--- config.mk ---
export PLATFORM = sky130hd
export DESIGN_NAME = vx_stage_buf
export DESIGN_NICKNAME = d
export VERILOG_FILES = /design/src/rtl/vx_stage_buf.sv
export SDC_FILE = /design/constraint.sdc
export NUM_CORES = 1
export LEC_CHECK = 0
export ABC_AREA = 1
export BUFFER_PORTS_ARGS = -buffer_cell sky130_fd_sc_hd__buf_2
export CORE_AREA = 5 5 135 137
export CTS_CLUSTER_DIAMETER = 30
export DETAILED_ROUTE_END_ITERATION = 10
export DIE_AREA = 0 0 140 142
export HOLD_SLACK_MARGIN = 0.1
export PLACE_DENSITY = 0.7
export SLEW_MARGIN = 20
export SYNTH_ARGS = -nofsm -noshare
export SYNTH_HDL_FRONTEND = slang
export SYNTH_SLANG_ARGS = --single-unit
export TNS_END_PERCENT = 1
--- constraint.sdc ---
create_clock -name clk -period 2.8 [get_ports clk]
set_input_delay 0.14 -clock clk [delete_from_list [all_inputs] [get_ports clk]]
set_output_delay 0.14 -clock clk [all_outputs]
set_load 0.1 [all_outputs]
--- src/rtl/vx_stage_buf.sv ---
// vx_stage_buf: valid/ready front-end stage buffer with 2-entry skid, per-warp flush and bubble drop.
module vx_stage_buf #(
  parameter int INST_W  = 32,
  parameter int PC_W    = 32,
  parameter int NT      = 4,
  parameter int NW_BITS = 3,
  parameter int CNT_W   = 8
) (
  input  logic               clk,
  input  logic               reset,
  input  logic               in_valid,
  output logic               in_ready,
  input  logic [INST_W-1:0]  in_instruction,
  input  logic [PC_W-1:0]    in_curr_PC,
  input  logic [NT-1:0]      in_thread_mask,
  input  logic [NW_BITS-1:0] in_warp_num,
  input  logic               in_flush,
  input  logic               in_flush_all,
  input  logic [NW_BITS-1:0] in_flush_warp,
  output logic               out_valid,
  input  logic               out_ready,
  output logic [INST_W-1:0]  out_instruction,
  output logic [PC_W-1:0]    out_curr_PC,
  output logic [NT-1:0]      out_thread_mask,
  output logic [NW_BITS-1:0] out_warp_num,
  output logic [1:0]         out_count,
  output logic [CNT_W-1:0]   out_drop_count
);
  localparam int PW = INST_W + PC_W + NT + NW_BITS;
  logic [PW-1:0] h_q, s_q, h1, h2, h_d, s_d, in_p;
  logic [1:0] count_q, count_d, ndrop;
  logic ready_q;
  logic [CNT_W-1:0] drop_q;
  logic [CNT_W:0] dsum;
  logic pop, push, hv1, sv1, hit_h, hit_s, hit_i, hk, sk, hv2, sv2, pkeep, hv3, sv3;
  assign in_p  = {in_instruction, in_curr_PC, in_thread_mask, in_warp_num};
  assign push  = in_valid & ready_q;
  assign pop   = (count_q != 2'd0) & out_ready;
  // pop first: S slides into H
  assign hv1   = pop ? (count_q == 2'd2) : (count_q != 2'd0);
  assign sv1   = (count_q == 2'd2) & ~pop;
  assign h1    = pop ? s_q : h_q;
  assign hit_h = in_flush & (in_flush_all | (h1[NW_BITS-1:0] == in_flush_warp));
  assign hit_s = in_flush & (in_flush_all | (s_q[NW_BITS-1:0] == in_flush_warp));
  assign hit_i = in_flush & (in_flush_all | (in_warp_num == in_flush_warp));
  assign hk    = hv1 & ~hit_h;
  assign sk    = sv1 & ~hit_s;
  // flush survivors compact toward H
  assign hv2   = hk | sk;
  assign sv2   = hk & sk;
  assign h2    = hk ? h1 : s_q;
  assign pkeep = push & ~hit_i & (|in_thread_mask);
  assign hv3   = hv2 | pkeep;
  assign sv3   = sv2 | (hv2 & pkeep);
  assign h_d   = hv2 ? h2 : (pkeep ? in_p : h_q);
  assign s_d   = (hv2 & pkeep) ? in_p : s_q;
  assign count_d = sv3 ? 2'd2 : (hv3 ? 2'd1 : 2'd0);
  assign ndrop = 2'(hv1 & hit_h) + 2'(sv1 & hit_s) + 2'(push & ~pkeep);
  assign dsum  = {1'b0, drop_q} + (CNT_W+1)'(ndrop);
  always_ff @(posedge clk or negedge reset) begin
    if (!reset) begin
      h_q     <= '0;
      s_q     <= '0;
      count_q <= '0;
      ready_q <= 1'b0;
      drop_q  <= '0;
    end else begin
      h_q     <= h_d;
      s_q     <= s_d;
      count_q <= count_d;
      ready_q <= ~sv3;
      drop_q  <= dsum[CNT_W] ? '1 : dsum[CNT_W-1:0];
    end
  end
  assign in_ready        = ready_q;
  assign out_valid       = count_q != 2'd0;
  assign out_count       = count_q;
  assign out_drop_count  = drop_q;
  assign {out_instruction, out_curr_PC, out_thread_mask, out_warp_num} = h_q;
endmodule
==> results.yml, run 1 <==
worst_setup_path:
  start_kind: "register"
  cp.required_ps: 3110
  rrSetupSlack_ps: -240
  endpoint_kind: "register"
  path_class: "reg2reg"
  worstRegToRegCells: 22
  worstReg2RegEnd: "out_drop_count[6]"
  r2r_start: "out_count[1]"
  crit_arrival_ps: 3350
  path_max_fanout: 6
yosys:
  syn_area_per_cell_um2: 7.66
  synth_flop_cell: "dfrtp_1"
  syn_nets: 1055
  yosysWarnings: 0
  async_reset_ff_share_pct: 100
  synth_edf_count: 0
  syn-instance-count: 971
  ys_ff_latch: 153
  yosysUniqueCellTypes: 27
  synth-seq-area-share_pct: 51.5
  syn-cell-area_um2: 7440
grt:
  grt.total_usage_pct: 20.5
  grt_pass1_vias: 6757
  grt-ovfl-total: 0
  grt_max_degree: 80
  antenna_found_initial: 0
  grt_pass1_wl_mm: 33.6
routing:
  final_antenna_net_count: 0
  drtIter0Drc: 446
  routed_wl_mm: 19.8
  routed_via_density: 4.80
  vias: 6951
  firstDrtPassIters: 7
  drc: 0
  wl_per_cell_um: 13.7
cells_and_area:
  drive_above_1_share_pct: 21.6
  final_net_count: 1293
  antenna_cells: 0
  mostFrequentLayoutCells: "nand2_1, buf_2, dfrtp_1, inv_1, nand3_1"
  syn_to_final_growth_pct: 34.8
  layout_commonest_cell: "nand2_1"
sta:
  relSlewSlack_pct: 55.0
  rsz0062_at_grt: "yes"
  slew_violations: 0
  period_needed_ps: 3040
  fmax_mhz: 329
  setup_slack_ps: -238
  period_share_pct: 109
  setup_violations: 8
  tightest_slew_ps: 674
  fin_skew_ps: 10.6
  final_hold_viol_count: 0
  hold_slack_ps: 294
floorplan:
  coreArea_um2: 16900
  die_x_um: 140
  ios: 163
  row_count: 48
  die_h_um: 142
  start_util_pct: 43.9
  die-area_um2: 19900
min_path:
  hp-class: "in2async"
job:
  max_cap_viol_count: 0
clocking:
  clk_path_buf_depth: 2
  root_buffer: "clkbuf_16"
  cts_tree: "yes"
  clkSinkCount: 153
  cts_htree_levels: 4
  clk_pin_slew_ps: 60
  clock_latency_ps: 420
  cts_buffers: 17
placement:
  hpwl_mm: 12.5
  io_buffers: 162
  routabilityCongestion: 0.825
  post-place-ws_ps: -317
run_status:
  outcome: "complete, but fails checks"
  violations: "setup timing"
-- cell usage after synthesis, types with 3 or more instances --
master	instances	area, um2
buf_1	3	11.3
xor2_1	6	52.6
buf_6	6	67.6
nor2_1	62	233
o21ai_0	79	395
nand2_4	3	33.8
buf_2	19	95.1
inv_1	118	443
buf_4	9	67.6
dfrtp_1	153	3830
nand3_1	109	546
nor3_1	3	15.0
a21oi_1	29	145
o21ai_1	15	75.1
nand2_1	321	1200
clkbuf_1	18	67.6
clkbuf_2	3	15.0
nand2_2	3	18.8
-- cell families (layout without fill, tap and decap cells) --
group / count (synthesis) / after routing / synth area share, %
flip-flops: 153 / 153 / 51.5
adder cells (fa/ha/maj): 4 / 4 / 0.875
AO/OA/AOI/OAI: 127 / 127 / 8.70
XOR/XNOR: 6 / 6 / 0.706
buffers and inverters: 176 / 427 / 10.3
AND/OR/NAND/NOR: 505 / 505 / 28.0
-- layout make-up --
class	instances	area, um2
Tap cell	225	282
Clock buffer	20	437
Clock inverter	12	173
Multi-Input combinational cell	642	2930
Fill cell	1503	6910
Timing Repair Buffer	277	1920
Inverter	118	448
Sequential cell	153	3840
-- sequential cells by signal, indices dropped and copies added, names as in the netlist --
name / flops
h_q: 71
s_q: 71
out_drop_count: 8
out_count: 2
in_ready: 1
-- routing by layer --
layer	up-vias	part of all wire, %	GRT usage, %
met2	222	47	32.9
met4	0	1.4	6.07
met5	-	0	0
li1	3494	-	-
met1	3211	45	28.0
met3	24	6.7	4.91
-- worst max-delay path: stages, from the launching register on --
cell and delay [ps]:
dfrtp_4 490, buf_4 150, inv_4 70, nand2_8 60, nand3_2 60, nand2_1 70
nand2_1 60, nand2_1 50, nand3_1 70, nand2_1 60, nand2_2 70, nor2_2 40
fa_1 480, ha_2 190, fa_2 220, nand2_2 50, nor2_1 80, inv_1 70
nor2_2 170, nand2_2 100, nor2_4 150, buf_4 120, o21ai_1 60
-- worst max path at each step --
| stage | startpoint | to | slack (ps) |
|---|---|---|---|
| 2_1_floorplan | out_count[0] | out_drop_count[5] | -410 |
| 4_1_cts | out_count[1] | out_drop_count[2] | -140 |
| 3_3_place_gp | out_count[0] | out_drop_count[6] | -260 |
| 3_5_place_dp | out_count[0] | out_drop_count[5] | -320 |
| 6_report | out_count[1] | out_drop_count[6] | -240 |
| 5_1_grt | out_count[1] | out_drop_count[6] | -450 |
-- repair_timing --
action,in CTS,in global routing
hold endpoints to repair,170,0
buffers inserted,1,4
endpoints found under the setup margin,8,18
hold buffers,72,0
pin swaps,2,5
cloned,0,0
gates resized for setup,8,5
-- stage by stage --
stage / instance area, um2 / setup TNS (ps) / util, % / cells
after floorplan: 7490 / -3110 / - / 971
after global placement: 8610 / -1870 / 50.8 / 1338
after detailed placement: 8610 / -2220 / 50.8 / 1338
after CTS: 9980 / -872 / 58.9 / 1443
after global routing: 10000 / -3270 / 59.2 / 1447
final: 10000 / -1530 / 59.2 / 1447
Power of run 1 is left out: the tool's default activity adds up to more than one toggle a clock period on the data nets, which glitch-free logic cannot reach.
==> run 2: changes to the inputs <==
Settings changed: PLACE_DENSITY 0.7 to 0.67.
Clock period 2.8 ns to 3.2 ns, I/O delays scaled along.
==> run 2 against run 1 <==
Against the previous run: wire length about the same; clock-buffer cell count up 1; the run now ends clean; maximum frequency up 1.8%.
==> results.yml, run 2 (same netlist as run 1, synthesis figures left out) <==
worst_setup_path:
  crit_arrival_ps: 3280
  path_class: "reg2reg"
  path_max_fanout: 7
  cp.required_ps: 3500
  start_kind: "register"
  worstRegToRegCells: 20
  endpoint_kind: "register"
grt:
  grt-ovfl-total: 0
  grt_pass1_vias: 6648
  grt_max_degree: 97
  grt.total_usage_pct: 20.6
  grt_pass1_wl_mm: 33.6
  antenna_found_initial: 0
floorplan:
  ios: 163
  start_util_pct: 43.9
  die_h_um: 142
  row_count: 48
  die_x_um: 140
  die-area_um2: 19900
  coreArea_um2: 16900
cells_and_area:
  fin_area_um2: 9810
  syn_to_final_growth_pct: 31.9
  drive_above_1_share_pct: 19.9
  mostFrequentLayoutCells: "nand2_1, buf_2, dfrtp_1, inv_1, nand3_1"
  antenna_cells: 0
  final_net_count: 1272
  layout_commonest_cell: "nand2_1"
placement:
  io_buffers: 162
  routabilityCongestion: 0.792
  postPlaceCellArea_um2: 8480
  post-place-ws_ps: 9.46
  hpwl_mm: 12.4
sta:
  setup_slack_ps: 214
  tightest_slew_ps: 711
  period_share_pct: 93.3
  slew_violations: 0
  relSlewSlack_pct: 52.6
  fin_skew_ps: 12.2
  period_needed_ps: 2990
  hold_slack_ps: 351
  final_hold_viol_count: 0
  fin_setup_tns_ps: 0
  setup_violations: 0
  fmax_mhz: 335
clocking:
  clock_latency_ps: 420
  cts_buffers: 17
  cts_htree_levels: 4
  clk_path_buf_depth: 2
  cts_tree: "yes"
  root_buffer: "clkbuf_16"
  clk_pin_slew_ps: 60
  clkSinkCount: 153
routing:
  drtIter0Drc: 338
  vias: 6848
  drc: 0
  routed_wl_mm: 19.8
  final_antenna_net_count: 0
  routed_via_density: 4.81
  firstDrtPassIters: 5
  wl_per_cell_um: 13.9
job:
  max_cap_viol_count: 0
run_status:
  outcome: "completed"
min_path:
  holdPathStages: 7
  hp-class: "in2reg"
-- run 2: cell types whose count changed in the layout (fill, tap and decap cells not counted), moves of 2 or more --
cell	before	now
buf_4	37	17
buf_6	3	1
bufinv_16	4	2
clkbuf_8	0	2
nand2_1	317	319
-- run 2: layer usage --
| layer | up-vias | track usage [%] | share of wire (%) |
|---|---|---|---|
| li1 | 3449 | - | - |
| met1 | 3191 | 28.4 | 46 |
| met2 | 185 | 33.4 | 47 |
| met4 | 0 | 6.17 | 1.7 |
| met3 | 23 | 4.00 | 5.1 |
| met5 | - | 0 | 0 |
-- run 2: final cells by class --
cell class / count / area, um2
Clock buffer: 21 / 460
Inverter: 118 / 448
Clock inverter: 8 / 98.8
Timing Repair Buffer: 256 / 1770
Tap cell: 225 / 282
Multi-Input combinational cell: 642 / 2910
Sequential cell: 153 / 3840
Fill cell: 1566 / 7120
-- run 2: worst max-delay path: stages, from the launching register on --
cell and delay [ps]:
dfrtp_4 510, o21ai_4 210, nand2_1 90, nand2_1 80
nand2_1 50, nand2_1 50, nand3_1 80, nand2_1 90
nand2_2 60, nor2_2 90, fa_1 420, ha_2 200
fa_2 340, nand2_1 90, nor2_1 40, inv_1 70
nor2_2 50, nand2_1 90, nor2_2 50, nand2_2 120
o21ai_1 80
-- run 2: timing repair --
action,4_1_cts,5_1_grt
buffers inserted,0,3
hold endpoints to repair,150,0
setup endpoints to repair,3,8
hold buffers,72,0
pin swaps,0,2
resized for setup,1,6
-- run 2: per-stage QoR --
stage	cells	util, %
global placement	1319	50.1
finish	1423	57.9
CTS	1420	57.7
global route	1423	57.9
floorplan	971	-
detailed placement	1319	50.1
-- run 2: final timing paths --
path | endpoint | slack, ps | from
worst max-delay path | out_drop_count[2] | 210 | out_count[1]
worst min-delay path | h_q[1] | 350 | out_ready
worst max register to register | out_drop_count[2] | 210 | out_count[1]
worst min register to register | s_q[14] | 470 | s_q[14]
max in group asynchronous | in_ready | 2050 | reset
min in group asynchronous | s_q[52] | 360 | reset
Power of run 2 is left out for the same reason.
